===== src/rtl/ysyx_22050550_trap_ctrl_pkg.sv =====
// Shared constants and types for the machine-mode trap sequencer.
//   XLEN / MTIP_BIT : data width and timer-interrupt bit position in mip/mie
//   CSR_*           : bit positions inside the wbcsren write-enable vector
//   MS_*            : mstatus field positions
//   CAUSE_*         : mcause values written on trap entry
//   state_e/event_e : sequencer states and the event kind latched at accept
package ysyx_22050550_trap_ctrl_pkg;

  localparam int unsigned XLEN     = 64;
  localparam int unsigned MTIP_BIT = 7;
  localparam int unsigned CSREN_W  = 8;

  localparam int unsigned CSR_MEPC    = 0;
  localparam int unsigned CSR_MCAUSE  = 1;
  localparam int unsigned CSR_MTVEC   = 2;
  localparam int unsigned CSR_MSTATUS = 3;
  localparam int unsigned CSR_MIE     = 4;
  localparam int unsigned CSR_MIP     = 5;

  localparam int unsigned MS_MIE    = 3;
  localparam int unsigned MS_MPIE   = 7;
  localparam int unsigned MS_MPP_LO = 11;
  localparam int unsigned MS_MPP_HI = 12;

  localparam logic [XLEN-1:0] CAUSE_ECALL_M    = XLEN'(11);
  localparam logic [XLEN-1:0] CAUSE_BREAKPOINT = XLEN'(3);
  localparam logic [XLEN-1:0] CAUSE_MTI        = {1'b1, (XLEN-1)'(7)};

  // Vectored-mode offset for the machine timer interrupt (4 * cause code 7)
  localparam logic [XLEN-1:0] VEC_MTI_OFF = XLEN'(28);

  typedef enum logic [1:0] {
    ST_IDLE     = 2'd0,
    ST_WRCSR    = 2'd1,
    ST_REDIRECT = 2'd2
  } state_e;

  typedef enum logic [2:0] {
    EV_NONE   = 3'd0,
    EV_IRQ    = 3'd1,
    EV_ECALL  = 3'd2,
    EV_EBREAK = 3'd3,
    EV_MRET   = 3'd4
  } event_e;

  // Trap vector base with the mode bits cleared
  function automatic logic [XLEN-1:0] mtvec_base(input logic [XLEN-1:0] mtvec);
    return {mtvec[XLEN-1:2], 2'b00};
  endfunction

endpackage


===== src/rtl/ysyx_22050550_trap_ctrl_if.sv =====
// Bus bundle between the trap sequencer and its neighbours.
//   commit_*   : retiring-instruction info from writeback (commit_ready back)
//   csr inputs : mepc, mtvec, mstatus, mie, mip current values
//   wb*        : CSR write data and per-CSR enables into the register file
//   flush / redirect_* : kill + PC redirect handshake to fetch
// master = the sequencer, slave = the surrounding pipeline/register file.
interface ysyx_22050550_trap_ctrl_if;
  import ysyx_22050550_trap_ctrl_pkg::*;

  logic               commit_valid;
  logic               commit_ready;
  logic [XLEN-1:0]    commit_pc;
  logic [XLEN-1:0]    commit_npc;
  logic               commit_ecall;
  logic               commit_ebreak;
  logic               commit_mret;
  logic               timer_irq;
  logic [XLEN-1:0]    mepc;
  logic [XLEN-1:0]    mtvec;
  logic [XLEN-1:0]    mstatus;
  logic [XLEN-1:0]    mie;
  logic [XLEN-1:0]    mip;
  logic [XLEN-1:0]    wbmepc;
  logic [XLEN-1:0]    wbmcause;
  logic [XLEN-1:0]    wbmstatus;
  logic [XLEN-1:0]    wbmip;
  logic [CSREN_W-1:0] wbcsren;
  logic               flush;
  logic               redirect_valid;
  logic               redirect_ready;
  logic [XLEN-1:0]    redirect_pc;

  modport master (
    input  commit_valid, commit_pc, commit_npc, commit_ecall, commit_ebreak,
           commit_mret, timer_irq, mepc, mtvec, mstatus, mie, mip, redirect_ready,
    output commit_ready, wbmepc, wbmcause, wbmstatus, wbmip, wbcsren, flush,
           redirect_valid, redirect_pc
  );

  modport slave (
    output commit_valid, commit_pc, commit_npc, commit_ecall, commit_ebreak,
           commit_mret, timer_irq, mepc, mtvec, mstatus, mie, mip, redirect_ready,
    input  commit_ready, wbmepc, wbmcause, wbmstatus, wbmip, wbcsren, flush,
           redirect_valid, redirect_pc
  );

endinterface


===== src/rtl/ysyx_22050550_trap_ctrl_mstatus_upd.sv =====
// Combinational mstatus images for trap entry and mret.
//   i_mstatus      : current mstatus
//   o_trap_mstatus : MPIE<=MIE, MIE<=0, MPP<=M
//   o_mret_mstatus : MIE<=MPIE, MPIE<=1, MPP<=M
module ysyx_22050550_mstatus_upd
  import ysyx_22050550_trap_ctrl_pkg::*;
(
  input  logic [XLEN-1:0] i_mstatus,
  output logic [XLEN-1:0] o_trap_mstatus,
  output logic [XLEN-1:0] o_mret_mstatus
);

  always_comb begin
    o_trap_mstatus                      = i_mstatus;
    o_trap_mstatus[MS_MPIE]             = i_mstatus[MS_MIE];
    o_trap_mstatus[MS_MIE]              = 1'b0;
    o_trap_mstatus[MS_MPP_HI:MS_MPP_LO] = 2'b11;

    o_mret_mstatus                      = i_mstatus;
    o_mret_mstatus[MS_MIE]              = i_mstatus[MS_MPIE];
    o_mret_mstatus[MS_MPIE]             = 1'b1;
    o_mret_mstatus[MS_MPP_HI:MS_MPP_LO] = 2'b11;
  end

endmodule


===== src/rtl/ysyx_22050550_trap_ctrl.sv =====
// Machine-mode trap sequencer: IDLE -> WRCSR (CSR write pulse) -> REDIRECT
// (hold redirect until fetch accepts). Independently mirrors timer_irq into
// mip with a one-cycle write pulse whenever the two disagree.
//   clock, reset : clock and asynchronous active-low reset
//   bus          : commit / CSR / write-back / redirect bundle (master side)
module ysyx_22050550_trap_ctrl
  import ysyx_22050550_trap_ctrl_pkg::*;
(
  input  logic                        clock,
  input  logic                        reset,
  ysyx_22050550_trap_ctrl_if.master   bus
);

  state_e             r_state;
  event_e             r_kind;
  logic [XLEN-1:0]    r_wbmepc;
  logic [XLEN-1:0]    r_wbmcause;
  logic [XLEN-1:0]    r_wbmstatus;
  logic [XLEN-1:0]    r_wbmip;
  logic [CSREN_W-1:0] r_wbcsren;
  logic               r_flush;
  logic               r_redirect_valid;
  logic [XLEN-1:0]    r_redirect_pc;

  logic               w_idle;
  logic               w_irq;
  event_e             w_event;
  logic [XLEN-1:0]    w_cause;
  logic [XLEN-1:0]    w_target;
  logic [XLEN-1:0]    w_mip_img;
  logic [XLEN-1:0]    w_trap_ms;
  logic [XLEN-1:0]    w_mret_ms;
  logic               w_unused;

  ysyx_22050550_mstatus_upd u_mstatus_upd (
    .i_mstatus      (bus.mstatus),
    .o_trap_mstatus (w_trap_ms),
    .o_mret_mstatus (w_mret_ms)
  );

  assign w_idle   = (r_state == ST_IDLE);
  assign w_irq    = bus.mstatus[MS_MIE] & bus.mie[MTIP_BIT] & bus.mip[MTIP_BIT];
  // Only the MTIE bit of mie matters here
  assign w_unused = ^bus.mie;

  // Event priority at accept: irq > ecall > ebreak > mret
  always_comb begin
    w_event = EV_NONE;
    if (w_irq)                  w_event = EV_IRQ;
    else if (bus.commit_ecall)  w_event = EV_ECALL;
    else if (bus.commit_ebreak) w_event = EV_EBREAK;
    else if (bus.commit_mret)   w_event = EV_MRET;
  end

  always_comb begin
    w_cause = CAUSE_BREAKPOINT;
    case (w_event)
      EV_IRQ:   w_cause = CAUSE_MTI;
      EV_ECALL: w_cause = CAUSE_ECALL_M;
      default:  w_cause = CAUSE_BREAKPOINT;
    endcase
  end

  // Redirect target, evaluated in WRCSR from the latched event kind
  always_comb begin
    w_target = mtvec_base(bus.mtvec);
    if (r_kind == EV_MRET)
      w_target = bus.mepc;
    else if (r_kind == EV_IRQ && bus.mtvec[1:0] == 2'b01)
      w_target = mtvec_base(bus.mtvec) + VEC_MTI_OFF;
  end

  always_comb begin
    w_mip_img           = bus.mip;
    w_mip_img[MTIP_BIT] = bus.timer_irq;
  end

  always_ff @(posedge clock or negedge reset) begin
    if (!reset) begin
      r_state          <= ST_IDLE;
      r_kind           <= EV_NONE;
      r_wbmepc         <= '0;
      r_wbmcause       <= '0;
      r_wbmstatus      <= '0;
      r_wbmip          <= '0;
      r_wbcsren        <= '0;
      r_flush          <= 1'b0;
      r_redirect_valid <= 1'b0;
      r_redirect_pc    <= '0;
    end else begin
      // Enables are pulses; the mip pulse skips a cycle so the register
      // file's write lands before the mismatch is looked at again
      r_wbcsren <= '0;
      if ((bus.timer_irq != bus.mip[MTIP_BIT]) && !r_wbcsren[CSR_MIP]) begin
        r_wbcsren[CSR_MIP] <= 1'b1;
        r_wbmip            <= w_mip_img;
      end

      case (r_state)
        ST_IDLE: begin
          if (bus.commit_valid && w_event != EV_NONE) begin
            r_kind                 <= w_event;
            r_flush                <= 1'b1;
            r_state                <= ST_WRCSR;
            r_wbcsren[CSR_MSTATUS] <= 1'b1;
            if (w_event == EV_MRET) begin
              r_wbmstatus <= w_mret_ms;
            end else begin
              r_wbcsren[CSR_MEPC]   <= 1'b1;
              r_wbcsren[CSR_MCAUSE] <= 1'b1;
              r_wbmstatus           <= w_trap_ms;
              r_wbmcause            <= w_cause;
              // An interrupt lets the retiring instruction complete
              r_wbmepc <= (w_event == EV_IRQ) ? bus.commit_npc : bus.commit_pc;
            end
          end
        end
        ST_WRCSR: begin
          r_redirect_valid <= 1'b1;
          r_redirect_pc    <= w_target;
          r_state          <= ST_REDIRECT;
        end
        ST_REDIRECT: begin
          if (bus.redirect_ready) begin
            r_redirect_valid <= 1'b0;
            r_flush          <= 1'b0;
            r_state          <= ST_IDLE;
          end
        end
        default: r_state <= ST_IDLE;
      endcase
    end
  end

  assign bus.commit_ready   = w_idle;
  assign bus.wbmepc         = r_wbmepc;
  assign bus.wbmcause       = r_wbmcause;
  assign bus.wbmstatus      = r_wbmstatus;
  assign bus.wbmip          = r_wbmip;
  assign bus.wbcsren        = r_wbcsren;
  assign bus.flush          = r_flush;
  assign bus.redirect_valid = r_redirect_valid;
  assign bus.redirect_pc    = r_redirect_pc;

endmodule


===== src/flat_wrapper.sv =====
// flat-port wrapper written by rule: the top's interface ports become plain ports
module ysyx_22050550_trap_ctrl_flat import ysyx_22050550_trap_ctrl_pkg::*;
  (clock, reset, bus_commit_valid, bus_commit_pc, bus_commit_npc, bus_commit_ecall, bus_commit_ebreak, bus_commit_mret, bus_timer_irq, bus_mepc, bus_mtvec, bus_mstatus, bus_mie, bus_mip, bus_redirect_ready, bus_commit_ready, bus_wbmepc, bus_wbmcause, bus_wbmstatus, bus_wbmip, bus_wbcsren, bus_flush, bus_redirect_valid, bus_redirect_pc);
  ysyx_22050550_trap_ctrl_if bus_i ();
  input  logic clock;
  input  logic reset;
  input wire logic [$bits(bus_i.commit_valid)-1:0] bus_commit_valid;
  input wire logic [$bits(bus_i.commit_pc)-1:0] bus_commit_pc;
  input wire logic [$bits(bus_i.commit_npc)-1:0] bus_commit_npc;
  input wire logic [$bits(bus_i.commit_ecall)-1:0] bus_commit_ecall;
  input wire logic [$bits(bus_i.commit_ebreak)-1:0] bus_commit_ebreak;
  input wire logic [$bits(bus_i.commit_mret)-1:0] bus_commit_mret;
  input wire logic [$bits(bus_i.timer_irq)-1:0] bus_timer_irq;
  input wire logic [$bits(bus_i.mepc)-1:0] bus_mepc;
  input wire logic [$bits(bus_i.mtvec)-1:0] bus_mtvec;
  input wire logic [$bits(bus_i.mstatus)-1:0] bus_mstatus;
  input wire logic [$bits(bus_i.mie)-1:0] bus_mie;
  input wire logic [$bits(bus_i.mip)-1:0] bus_mip;
  input wire logic [$bits(bus_i.redirect_ready)-1:0] bus_redirect_ready;
  output wire logic [$bits(bus_i.commit_ready)-1:0] bus_commit_ready;
  output wire logic [$bits(bus_i.wbmepc)-1:0] bus_wbmepc;
  output wire logic [$bits(bus_i.wbmcause)-1:0] bus_wbmcause;
  output wire logic [$bits(bus_i.wbmstatus)-1:0] bus_wbmstatus;
  output wire logic [$bits(bus_i.wbmip)-1:0] bus_wbmip;
  output wire logic [$bits(bus_i.wbcsren)-1:0] bus_wbcsren;
  output wire logic [$bits(bus_i.flush)-1:0] bus_flush;
  output wire logic [$bits(bus_i.redirect_valid)-1:0] bus_redirect_valid;
  output wire logic [$bits(bus_i.redirect_pc)-1:0] bus_redirect_pc;
  assign bus_i.commit_valid = bus_commit_valid;
  assign bus_i.commit_pc = bus_commit_pc;
  assign bus_i.commit_npc = bus_commit_npc;
  assign bus_i.commit_ecall = bus_commit_ecall;
  assign bus_i.commit_ebreak = bus_commit_ebreak;
  assign bus_i.commit_mret = bus_commit_mret;
  assign bus_i.timer_irq = bus_timer_irq;
  assign bus_i.mepc = bus_mepc;
  assign bus_i.mtvec = bus_mtvec;
  assign bus_i.mstatus = bus_mstatus;
  assign bus_i.mie = bus_mie;
  assign bus_i.mip = bus_mip;
  assign bus_i.redirect_ready = bus_redirect_ready;
  assign bus_commit_ready = bus_i.commit_ready;
  assign bus_wbmepc = bus_i.wbmepc;
  assign bus_wbmcause = bus_i.wbmcause;
  assign bus_wbmstatus = bus_i.wbmstatus;
  assign bus_wbmip = bus_i.wbmip;
  assign bus_wbcsren = bus_i.wbcsren;
  assign bus_flush = bus_i.flush;
  assign bus_redirect_valid = bus_i.redirect_valid;
  assign bus_redirect_pc = bus_i.redirect_pc;
  ysyx_22050550_trap_ctrl u_core (.clock(clock), .reset(reset), .bus(bus_i));
endmodule

===== config.mk =====
export PLATFORM = sky130hd
export DESIGN_NAME = ysyx_22050550_trap_ctrl_flat
export DESIGN_NICKNAME = d
export VERILOG_FILES = /design/src/rtl/ysyx_22050550_trap_ctrl_pkg.sv /design/src/rtl/ysyx_22050550_trap_ctrl_if.sv /design/src/rtl/ysyx_22050550_trap_ctrl_mstatus_upd.sv /design/src/rtl/ysyx_22050550_trap_ctrl.sv /design/src/flat_wrapper.sv
export SDC_FILE = /design/constraint.sdc
export NUM_CORES = 1
export LEC_CHECK = 0
export BUFFER_PORTS_ARGS = -buffer_cell sky130_fd_sc_hd__buf_2
export CAP_MARGIN = 25
export CORE_AREA = 2 2 302 304
export CTS_CLUSTER_SIZE = 12
export DETAILED_ROUTE_END_ITERATION = 8
export DIE_AREA = 0 0 304 306
export SYNTH_ARGS = -nofsm -noshare
export SYNTH_HDL_FRONTEND = slang
export SYNTH_SLANG_ARGS = --single-unit
export TNS_END_PERCENT = 100

===== constraint.sdc =====
create_clock -name clock -period 3.4 [get_ports clock]
set_clock_uncertainty 0.05 [all_clocks]
set_input_delay 0.34 -clock clock [delete_from_list [all_inputs] [get_ports clock]]
set_output_delay 0.34 -clock clock [all_outputs]
set_load 0.01 [all_outputs]

==> impl_metrics.env <==
export IMPL_ios=787
export IMPL_tns_ns=0
export IMPL_async_reset_ff_frac=1.00
export IMPL_combPwrFrac=0.401
export IMPL_gp_congestion=0.817
export IMPL_antenna_found_initial=15
export IMPL_critPathCaptureType="flop"
export IMPL_synth_area_per_cell_um2=9.11
export IMPL_dieArea_mm2=0.0930
export IMPL_path_delay_family="buffers and inverters"
export IMPL_drive_gt1_frac=0.353
export IMPL_fmax_ghz=0.323
export IMPL_yosysTopAreaCell="dfrtp_1"
export IMPL_io_buffers=658
export IMPL_coreArea_mm2=0.0896
export IMPL_worst_ep_required_time_ns=3.82
export IMPL_pwr_share_seq=0.351
export IMPL_drc=0
export IMPL_ys_top_cells_by_area="dfrtp_1 53%, nand2_1 11%, mux2_2 5.7%"
export IMPL_clkTransAtPathRegs_ns=0.06
export IMPL_yosys_area_top_type_share=0.526
export IMPL_drt_first_iter_violations=813
export IMPL_ys_flop_type="dfrtp_1"
export IMPL_wl_per_cell_um=17.2
export IMPL_p_switching_w=0.00571
export IMPL_vias=13600
export IMPL_worst_path_buf_inv=3
export IMPL_dr_pass1_iters=5
export IMPL_seq_area_frac_synth=0.526
export IMPL_grt_usage=0.125
export IMPL_arrival_ns=3.51
export IMPL_slowest_delay_ns=0.58
export IMPL_ys_types=46
export IMPL_intPower_w=0.00945
export IMPL_cts_setup_buffers=0
export IMPL_maxCapViolations=0
export IMPL_viasPerCell=3.86
export IMPL_final_nets=2773
export IMPL_finalCritPeriodShare=0.909
export IMPL_clk_latency_ns=0.56
export IMPL_cts_root_buf="clkbuf_16"
export IMPL_synth_edff_count=0
export IMPL_dp_hpwl_um=45100
export IMPL_synth_warnings=0
export IMPL_worst_setup_path_start_kind="flop"
export IMPL_tritoncts="built"
export IMPL_cts_resized=0
export IMPL_row_count=110
export IMPL_p_clk_frac=0.248
export IMPL_clk_path_buf_depth=3
export IMPL_irDropWorstVdd_v=0.000502
export IMPL_htreeDepth=2
export IMPL_fp_dieH_um=306
export IMPL_crit_path_frequent_cell="nor2_1"
export IMPL_ant_nets=0
export IMPL_start_util=0.142
export IMPL_min_path_type="input pin to flop"
export IMPL_status="complete, no violations"
export IMPL_slew_headroom=0.401
export IMPL_fillers=9650
export IMPL_cts_sinks=268
export IMPL_p_sw_frac=0.377
export IMPL_crit_slowest_cell="dlygate4sd3_1"
export IMPL_crit_chain="nor2_1 > and2_0 > nand2_1 > inv_4 > buf_12 > nor2_1 > a31oi_1 > dlygate4sd3_1"
export IMPL_routed_wl_um=60500
export IMPL_period_needed_ns=3.09
export IMPL_gr_total_overflow=0
export IMPL_fin_cells=3523
export IMPL_grt_max_degree=101
export IMPL_syn_inst=1399
export IMPL_p_per_area_mw_per_mm2=714
export IMPL_setup_viol=0
export IMPL_whs_ns=0.0584
export IMPL_grt_pass1_vias=13800
export IMPL_leakage_nw=10.0
export IMPL_path_class="flop to flop"
export IMPL_area_growth_syn_to_layout_pct=66.5
export IMPL_placedCellCount=3186
export IMPL_syn_area_mm2=0.0127
export IMPL_worst_pin_slew_ns=0.899
export IMPL_rsz0062_at_grt="no"
export IMPL_cts_buffers=34
export IMPL_grt_first_pass_wirelength_um=87900
export IMPL_ys_ff_latch=268
export IMPL_worstPathMaxFanout=100
export IMPL_finalHoldViolCount=0
export IMPL_slew_violations=0
export IMPL_die_x_um=304
==> power groups by stage <==
stage / logic (W) / clock network (W) / registers [W]
finish: 0.00608 / 0.00375 / 0.00532
global route: 0.00669 / 0.00400 / 0.00549
CTS: 0.00610 / 0.00391 / 0.00531
detailed placement: 0.00540 / 0 / 0.00532
global placement: 0.00536 / 0 / 0.00530
floorplan: 0.00202 / 0 / 0.00587
==> state kept, by name, indices dropped and copies added, names as in the netlist <==
register	count
u_core.bus.redirect_pc	64
u_core.bus.wbmepc	64
u_core.bus.wbmip	64
u_core.bus.wbmstatus	63
u_core.bus.wbcsren	3
u_core.bus.wbmcause	3
u_core.r_kind	3
u_core.r_state	2
u_core.bus.flush	1
u_core.bus.redirect_valid	1
==> worst paths after layout <==
check	start	end	slack [ns]	cells past startpoint
worst max-delay path	u_core.r_state[1]	u_core.bus.wbmepc[20]	0.31	8
worst min-delay path	bus_mstatus[3]	u_core.bus.wbmstatus[7]	0.06	2
worst max register to register	u_core.r_state[1]	u_core.bus.wbmepc[20]	0.31	8
worst min register to register	u_core.bus.wbmstatus[24]	u_core.bus.wbmstatus[24]	0.42	2
max in group asynchronous	reset	u_core.bus.wbmepc[33]	2.04	3
min in group asynchronous	reset	u_core.bus.redirect_pc[53]	0.40	2
==> synthesized netlist by cell type, drive strengths merged, types with 2 or more instances <==
master  number
nand2      364
dfrtp      268
nor2       123
buf         75
clkbuf      75
a31oi       70
o21ai       69
mux2        64
a21oi       46
xnor2       29
and3        26
nand3       26
nor3        22
nand4       21
xor2        20
o22ai       16
inv         14
nor4        13
or3          9
mux2i        6
nand2b       6
a21o         5
and4         5
or4          4
o31ai        3
and2         2
nor2b        2
o41a         2
==> kinds of logic after synthesis <==
group / share of synthesized area
buf+inv: 0.0685
simple gates: 0.211
xor+xnor: 0.0337
other cells: 0.000294
flops: 0.526
fa+ha+maj: 0.000981
compound gates: 0.0985
mux: 0.0613
==> final cells by class <==
cell class,count,area (um2),share of cell area
Sequential cell,268,6710,0.316
Timing Repair Buffer,969,6390,0.301
Multi-Input combinational cell,1028,5450,0.257
Tap cell,1176,1470,0.0693
Clock buffer,47,940,0.0443
Clock inverter,12,186,0.00879
Inverter,15,58.8,0.00277
Antenna cell,8,20.0,0.000943
==> placed cells by master (no fill, tap or decap), types with 29 or more instances in the layout <==
| cell type | instances |
|---|---|
| xnor2_1 | 29 |
| a21oi_1 | 46 |
| buf_4 | 34 |
| mux2_2 | 64 |
| buf_2 | 658 |
| nand2_1 | 363 |
| o21ai_0 | 68 |
| dlygate4sd3_1 | 270 |
| dfrtp_1 | 268 |
| conb_1 | 63 |
| a31oi_1 | 70 |
| nor2_1 | 122 |
| clkbuf_16 | 34 |
==> per-stage QoR <==
step | setup WS [ns] | total power (W) | utilization | instance area, um2
floorplan | 0.893 | 0.00789 | - | 13000
global placement | 0.554 | 0.0107 | 0.194 | 17400
detailed placement | 0.515 | 0.0107 | 0.194 | 17400
CTS | 0.259 | 0.0153 | 0.237 | 21200
global route | 0.0638 | 0.0162 | 0.237 | 21200
finish | 0.308 | 0.0152 | 0.237 | 21200
==> what timing repair did <==
item,CTS,global route
hold buffers,270,0
endpoints found under the setup margin,0,0
hold endpoints to repair,295,0
==> per-layer routing <==
metal  track usage  share of wire
met5             0        0.00066
met2         0.199           0.45
met1         0.152           0.42
met4        0.0515          0.038
met3        0.0479          0.096
No activity file was read; power rests on OpenSTA's default activity.
